`config.mk`:
```
export PLATFORM = sky130hd
export DESIGN_NAME = sync_fifo_param_flat
export DESIGN_NICKNAME = d
export VERILOG_FILES = /design/src/rtl/sync_fifo_param_if.sv /design/src/rtl/sync_fifo_param.sv /design/src/flat_wrapper.sv
export SDC_FILE = /design/constraint.sdc
export NUM_CORES = 1
export LEC_CHECK = 0
export CAP_MARGIN = 20
export CORE_MARGIN = 5
export CORE_UTILIZATION = 55
export DETAILED_ROUTE_END_ITERATION = 10
export PLACE_DENSITY = 0.74
export SLEW_MARGIN = 10
export SYNTH_ARGS = -nofsm -noshare
export SYNTH_HDL_FRONTEND = slang
export SYNTH_SLANG_ARGS = --single-unit
export TNS_END_PERCENT = 20
```
`constraint.sdc`:
```
create_clock -name clk -period 3.38 [get_ports clk]
set_input_delay 0.507 -clock clk [delete_from_list [all_inputs] [get_ports clk]]
set_output_delay 0.507 -clock clk [all_outputs]
set_load 0.02 [all_outputs]
```
`src/rtl/sync_fifo_param_if.sv`:
```
// -----------------------------------------------------------------------------
// sync_fifo_param_if
// Bundles the write/read request side and the status/data side of the
// synchronous FIFO.
//
// Handshake semantics:
//   A write request (wr_en) is taken at a rising edge when the FIFO is not full,
//   or when it is full and a read is taken at the same edge. A read request
//   (rd_en) is taken at a rising edge when the FIFO is not empty. A taken read
//   presents its word on output_data with rd_valid high in the next cycle only.
//   A request that is not taken produces a one-cycle overflow or underflow pulse
//   in the next cycle. Requests need not be held. A rejected request is simply
//   dropped.
//
// Modports:
//   master : drives wr_en, rd_en, input_data; observes data and status
//   slave  : the FIFO side
// -----------------------------------------------------------------------------
interface sync_fifo_param_if #(
  parameter int WIDTH = 8,
  parameter int PTR_W = 4
);
  logic             wr_en;
  logic             rd_en;
  logic [WIDTH-1:0] input_data;
  logic [WIDTH-1:0] output_data;
  logic             rd_valid;
  logic             empty;
  logic             full;
  logic             almost_empty;
  logic             almost_full;
  logic [PTR_W:0]   count;
  logic             overflow;
  logic             underflow;

  modport master (
    output wr_en, rd_en, input_data,
    input  output_data, rd_valid, empty, full, almost_empty, almost_full,
           count, overflow, underflow
  );

  modport slave (
    input  wr_en, rd_en, input_data,
    output output_data, rd_valid, empty, full, almost_empty, almost_full,
           count, overflow, underflow
  );
endinterface

```
`src/rtl/sync_fifo_param.sv`:
```
// -----------------------------------------------------------------------------
// sync_fifo_param
// Single-clock FIFO with registered read data, registered status flags,
// programmable almost-full/almost-empty thresholds and one-cycle
// overflow/underflow pulses.
//
// Ports:
//   clk   : single clock, all state on the rising edge
//   reset : synchronous, active-high; clears pointers, count, flags, output data
//   bus   : sync_fifo_param_if.slave
//             wr_en, rd_en, input_data      (in)
//             output_data, rd_valid         (out, registered read data)
//             empty, full, almost_empty,
//             almost_full, count            (out, registered status)
//             overflow, underflow           (out, one-cycle pulses)
// -----------------------------------------------------------------------------
module sync_fifo_param #(
  parameter int WIDTH    = 8,
  parameter int DEPTH    = 16,
  parameter int PTR_W    = 4,
  parameter int AF_LEVEL = 12,
  parameter int AE_LEVEL = 4
) (
  input  logic                 clk,
  input  logic                 reset,
  sync_fifo_param_if.slave     bus
);

  localparam int CNT_W = PTR_W + 1;

  localparam logic [CNT_W-1:0] DEPTH_C = CNT_W'(DEPTH);
  localparam logic [CNT_W-1:0] AF_C    = CNT_W'(AF_LEVEL);
  localparam logic [CNT_W-1:0] AE_C    = CNT_W'(AE_LEVEL);

  logic [WIDTH-1:0] mem [DEPTH];

  // Pointers carry one extra bit so they wrap modulo 2*DEPTH.
  logic [PTR_W:0]   wr_ptr_q, wr_ptr_d;
  logic [PTR_W:0]   rd_ptr_q, rd_ptr_d;
  logic [CNT_W-1:0] count_q, count_d;

  logic             empty_q, empty_d;
  logic             full_q, full_d;
  logic             almost_empty_q, almost_empty_d;
  logic             almost_full_q, almost_full_d;

  logic [WIDTH-1:0] output_data_q, output_data_d;
  logic             rd_valid_q, rd_valid_d;
  logic             overflow_q, overflow_d;
  logic             underflow_q, underflow_d;

  logic             get;
  logic             put;

  // A write into a full FIFO is taken when a read frees a slot at the same edge.
  assign get = bus.rd_en && !empty_q;
  assign put = bus.wr_en && (!full_q || get);

  always_comb begin
    wr_ptr_d      = wr_ptr_q;
    rd_ptr_d      = rd_ptr_q;
    count_d       = count_q;
    output_data_d = output_data_q;

    if (put) wr_ptr_d = wr_ptr_q + 1'b1;
    if (get) begin
      rd_ptr_d      = rd_ptr_q + 1'b1;
      output_data_d = mem[rd_ptr_q[PTR_W-1:0]];
    end

    if (put && !get)      count_d = count_q + 1'b1;
    else if (get && !put) count_d = count_q - 1'b1;

    // Flags follow the next count so they agree with count in the same cycle.
    empty_d        = (count_d == '0);
    full_d         = (count_d == DEPTH_C);
    almost_empty_d = (count_d <= AE_C);
    almost_full_d  = (count_d >= AF_C);

    rd_valid_d     = get;
    overflow_d     = bus.wr_en && !put;
    underflow_d    = bus.rd_en && !get;
  end

  always_ff @(posedge clk) begin
    if (reset) begin
      wr_ptr_q       <= '0;
      rd_ptr_q       <= '0;
      count_q        <= '0;
      empty_q        <= 1'b1;
      full_q         <= 1'b0;
      almost_empty_q <= 1'b1;
      almost_full_q  <= 1'b0;
      output_data_q  <= '0;
      rd_valid_q     <= 1'b0;
      overflow_q     <= 1'b0;
      underflow_q    <= 1'b0;
    end else begin
      wr_ptr_q       <= wr_ptr_d;
      rd_ptr_q       <= rd_ptr_d;
      count_q        <= count_d;
      empty_q        <= empty_d;
      full_q         <= full_d;
      almost_empty_q <= almost_empty_d;
      almost_full_q  <= almost_full_d;
      output_data_q  <= output_data_d;
      rd_valid_q     <= rd_valid_d;
      overflow_q     <= overflow_d;
      underflow_q    <= underflow_d;
    end
  end

  // Storage has no reset; writes are blocked while reset is high.
  always_ff @(posedge clk) begin
    if (put && !reset) begin
      mem[wr_ptr_q[PTR_W-1:0]] <= bus.input_data;
    end
  end

  assign bus.output_data  = output_data_q;
  assign bus.rd_valid     = rd_valid_q;
  assign bus.empty        = empty_q;
  assign bus.full         = full_q;
  assign bus.almost_empty = almost_empty_q;
  assign bus.almost_full  = almost_full_q;
  assign bus.count        = count_q;
  assign bus.overflow     = overflow_q;
  assign bus.underflow    = underflow_q;

endmodule

```
`src/flat_wrapper.sv`:
```
// flat-port wrapper written by rule: the top's interface ports become plain ports
module sync_fifo_param_flat 
#(
  parameter int WIDTH    = 8,
  parameter int DEPTH    = 16,
  parameter int PTR_W    = 4,
  parameter int AF_LEVEL = 12,
  parameter int AE_LEVEL = 4
)
  (clk, reset, bus_wr_en, bus_rd_en, bus_input_data, bus_output_data, bus_rd_valid, bus_empty, bus_full, bus_almost_empty, bus_almost_full, bus_count, bus_overflow, bus_underflow);
  sync_fifo_param_if #(.WIDTH(WIDTH), .PTR_W(PTR_W)) bus_i ();
  input  logic clk;
  input  logic reset;
  input wire logic [$bits(bus_i.wr_en)-1:0] bus_wr_en;
  input wire logic [$bits(bus_i.rd_en)-1:0] bus_rd_en;
  input wire logic [$bits(bus_i.input_data)-1:0] bus_input_data;
  output wire logic [$bits(bus_i.output_data)-1:0] bus_output_data;
  output wire logic [$bits(bus_i.rd_valid)-1:0] bus_rd_valid;
  output wire logic [$bits(bus_i.empty)-1:0] bus_empty;
  output wire logic [$bits(bus_i.full)-1:0] bus_full;
  output wire logic [$bits(bus_i.almost_empty)-1:0] bus_almost_empty;
  output wire logic [$bits(bus_i.almost_full)-1:0] bus_almost_full;
  output wire logic [$bits(bus_i.count)-1:0] bus_count;
  output wire logic [$bits(bus_i.overflow)-1:0] bus_overflow;
  output wire logic [$bits(bus_i.underflow)-1:0] bus_underflow;
  assign bus_i.wr_en = bus_wr_en;
  assign bus_i.rd_en = bus_rd_en;
  assign bus_i.input_data = bus_input_data;
  assign bus_output_data = bus_i.output_data;
  assign bus_rd_valid = bus_i.rd_valid;
  assign bus_empty = bus_i.empty;
  assign bus_full = bus_i.full;
  assign bus_almost_empty = bus_i.almost_empty;
  assign bus_almost_full = bus_i.almost_full;
  assign bus_count = bus_i.count;
  assign bus_overflow = bus_i.overflow;
  assign bus_underflow = bus_i.underflow;
  sync_fifo_param #(.WIDTH(WIDTH), .DEPTH(DEPTH), .PTR_W(PTR_W), .AF_LEVEL(AF_LEVEL), .AE_LEVEL(AE_LEVEL)) u_core (.clk(clk), .reset(reset), .bus(bus_i));
endmodule
```
==> reports/qor.log <==
[status] status complete, no violations
[final_layout] fraction of final layout cells with drive strength greater than 1 0.144
[sta] number of slew-limit violations in the final report 0
[setup_path] Worst Path Max Fanout 9
[die] total number of placement rows 38
[synthesis] proportion of synthesized flip-flops having asynchronous set or reset 0
[routing] total via count in the routed design 3436
[power] static leakage power 2.38 nW
[cts] clock-pin transition on the worst setup and hold timing paths 0.06 ns
[cts] setup fix buffers added after clock tree synthesis 0
[sta] total setup violations reported at the end of the flow 0
[final_layout] end-of-flow core utilization 0.666
[cts] CTS buffer count 17
[synthesis] YS warnings 0
[routing] drc violations 0
[power] internal power consumption 0.00353 W
[die] Die Y-Extent 116 µm
[synthesis] most used standard cells in the synthesized netlist edfxtp_1, nor2_1, mux2i_1
[sta] RSZ-0062 raised after global routing no
[sta] post-layout minimum cycle time 2.54 ns
[setup_path] crit path DAT 2.59 ns
[synthesis] distinct cell type count of the synthesized netlist 46
[global_routing] wire length of the first global-routing pass 19.3 mm
[global_routing] number of global-route vias before repair 3341
[job] total of max-cap violations 0
[cts] CTS Hold Buffers Added 0
[placement] final estimated routing congestion in global placement 0.869
[power] switch share 0.229
[sta] setup tns final 0 ns
[cts] number of clock sinks seen by CTS 156
[power] switching pwr 0.00105 W
[placement] detailed placer's ending HPWL 8.77 mm
[die] effective utilization at floorplan 0.567
[synthesis] share of the synthesized area in the top cell type 0.620
[routing] aggregate routed wire length 12.5 mm
[global_routing] global router's overall resource usage 0.203
[sta] maximum clock frequency 394 MHz
[routing] routed len/inst 21.7 µm
[final_layout] Layout area overhead 17.4%
[final_layout] Total Nets Final 445
[final_layout] number of antenna diodes 0
[cts] clock latency on the worst-skew pair 0.42 ns
[setup_path] required time at the endpoint of the critical path 3.43 ns
[cts] largest buffer count on any clock path 2
[setup_path] element type at the critical path start primary input
[sta] number of hold violations in the final report 0
[power] Pwr per Cell Area 629 nW/µm²
[die] Horiz. Die Dim 116 µm
[power] power share of the combinational group 0.115
[synthesis] post-synthesis sequential area ratio 0.710
[sta] relative slew slack 0.348
[setup_path] endpoint type of the worst setup path flip-flop
[synthesis] leading post-synthesis cells by cell area edfxtp_1, dfxtp_1, mux2i_1
[power] proportion of power drawn by flip-flops and latches 0.482
[synthesis] most instantiated library cell after synthesis edfxtp_1
[sta] period utilisation layout 0.751
[min_path] class of the tightest hold or removal check reg2reg
[synthesis] Mapped Area 6200 µm²
[routing] DR iter-0 viols 470
[sta] skew final 0.00846 ns
[die] placeable core region 10900 µm²
[power] clock share of power 0.403
[global_routing] maximum number of pins on one net before global-route repair 35
[sta] final hold slack 0.470 ns
[routing] via density per instance 5.95
[synthesis] Post-synth EDFFs 128
[global_routing] antenna violations before repair 0
[die] Top Ports 32
[synthesis] synthesized netlist net count 399
[cts] master cell of the clock root buffer clkbuf_16
[sta] slew at the pin with the worst max-slew slack 0.977 ns
[synthesis] Synth area leader edfxtp_1
[routing] number of routed nets with antenna violations 0
[cts] Resized cells post-CTS 0
[cts] CTS H-tree depth 4
[synthesis] register bit total from synthesis 156
[routing] DRT Pass-1 Iters 5
[placement] number of port buffers 31
[cts] TritonCTS clock tree built
[global_routing] global route total overflow 0
[setup_path] critical path type in2reg
[synthesis] synthesized instance count 380
[power] Max rail drop VDD 0.487 mV
[synthesis] mean cell area of the mapped netlist 16.3 µm²
[die] Total Die Area 13500 µm²
[synthesis] most used flip-flop cell after synthesis edfxtp_1
[worst max-delay path, cell delays in order]
cell	delay [ns]
clkdlybuf4s50_1	0.54
nand2b_1	0.22
a21boi_1	0.22
buf_4	0.16
and2b_1	0.21
nand2_1	0.14
nor2_1	0.58
[registers in the layout, indices dropped and copies added (netlist names)]
name	cells
u_core.bus.almost_empty	1
u_core.bus.almost_full	1
u_core.bus.count	5
u_core.bus.empty	1
u_core.bus.full	1
u_core.bus.output_data	8
u_core.bus.overflow	1
u_core.bus.rd_valid	1
u_core.bus.underflow	1
u_core.mem	128
u_core.rd_ptr_q	4
u_core.wr_ptr_q	4
[per-stage QoR]
step	instances	area, µm²	total power (W)	setup slack (ns)
global route	577	7290	0.00475	0.683
detailed placement	547	6710	0.00278	0.476
finish	577	7290	0.00458	0.841
floorplan	380	6200	0.00257	1.04
CTS	577	7290	0.00460	0.877
global placement	547	6710	0.00277	0.544
[cells in the final DEF, fill, tap and decap left out, types with 7 or more instances in the layout]
master and count:
a22oi_1 11, buf_4 15, clkbuf_16 17, clkdlybuf4s50_1 31, dfxtp_1 27, edfxtp_1 128, ha_1 7, mux2i_1 31
mux4_2 13, nand2_1 18, nor2_1 34
[kinds of logic after synthesis]
family	count (synthesis)	synth area share
compound gates	37	0.0434
xor+xnor	10	0.0141
fa+ha+maj	7	0.0141
buf+inv	24	0.0182
flops	156	0.710
mux	54	0.127
simple gates	92	0.0728
[layout make-up]
class	instances	area, µm²
inverter	5	18.8
sequential	156	4410
timing repair buffer	46	423
multi-input combinational	200	1690
tap	140	175
fill	733	3650
clock inverter	12	148
clock buffer	18	429
[power by group through the flow]
| stage | combinational (W) | clock (W) | sequential, W |
|---|---|---|---|
| 2_1_floorplan | 0.000292 | 0 | 0.00228 |
| 3_3_place_gp | 0.000522 | 0 | 0.00225 |
| 6_report | 0.000528 | 0.00185 | 0.00221 |
| 4_1_cts | 0.000530 | 0.00186 | 0.00221 |
| 3_5_place_dp | 0.000526 | 0 | 0.00225 |
| 5_1_grt | 0.000570 | 0.00195 | 0.00222 |
[routing by layer]
| layer | routed length (µm) | track usage |
|---|---|---|
| met5 | 0 | 0 |
| met4 | 245 | 0.0797 |
| met3 | 1190 | 0.0668 |
| met2 | 6000 | 0.309 |
| met1 | 5120 | 0.272 |
[final timing paths]
path | startpoint | endpoint | slack (ns) | depth (start not counted)
worst max-delay path | bus_rd_en | u_core.mem[8][5] | 0.84 | 7
worst max register to register | u_core.bus.empty | u_core.mem[8][5] | 1.04 | 6
worst min register to register | u_core.bus.output_data[1] | u_core.bus.output_data[1] | 0.47 | 2
worst min-delay path | u_core.bus.output_data[1] | u_core.bus.output_data[1] | 0.47 | 2
Power figures use the tool's default switching activity.
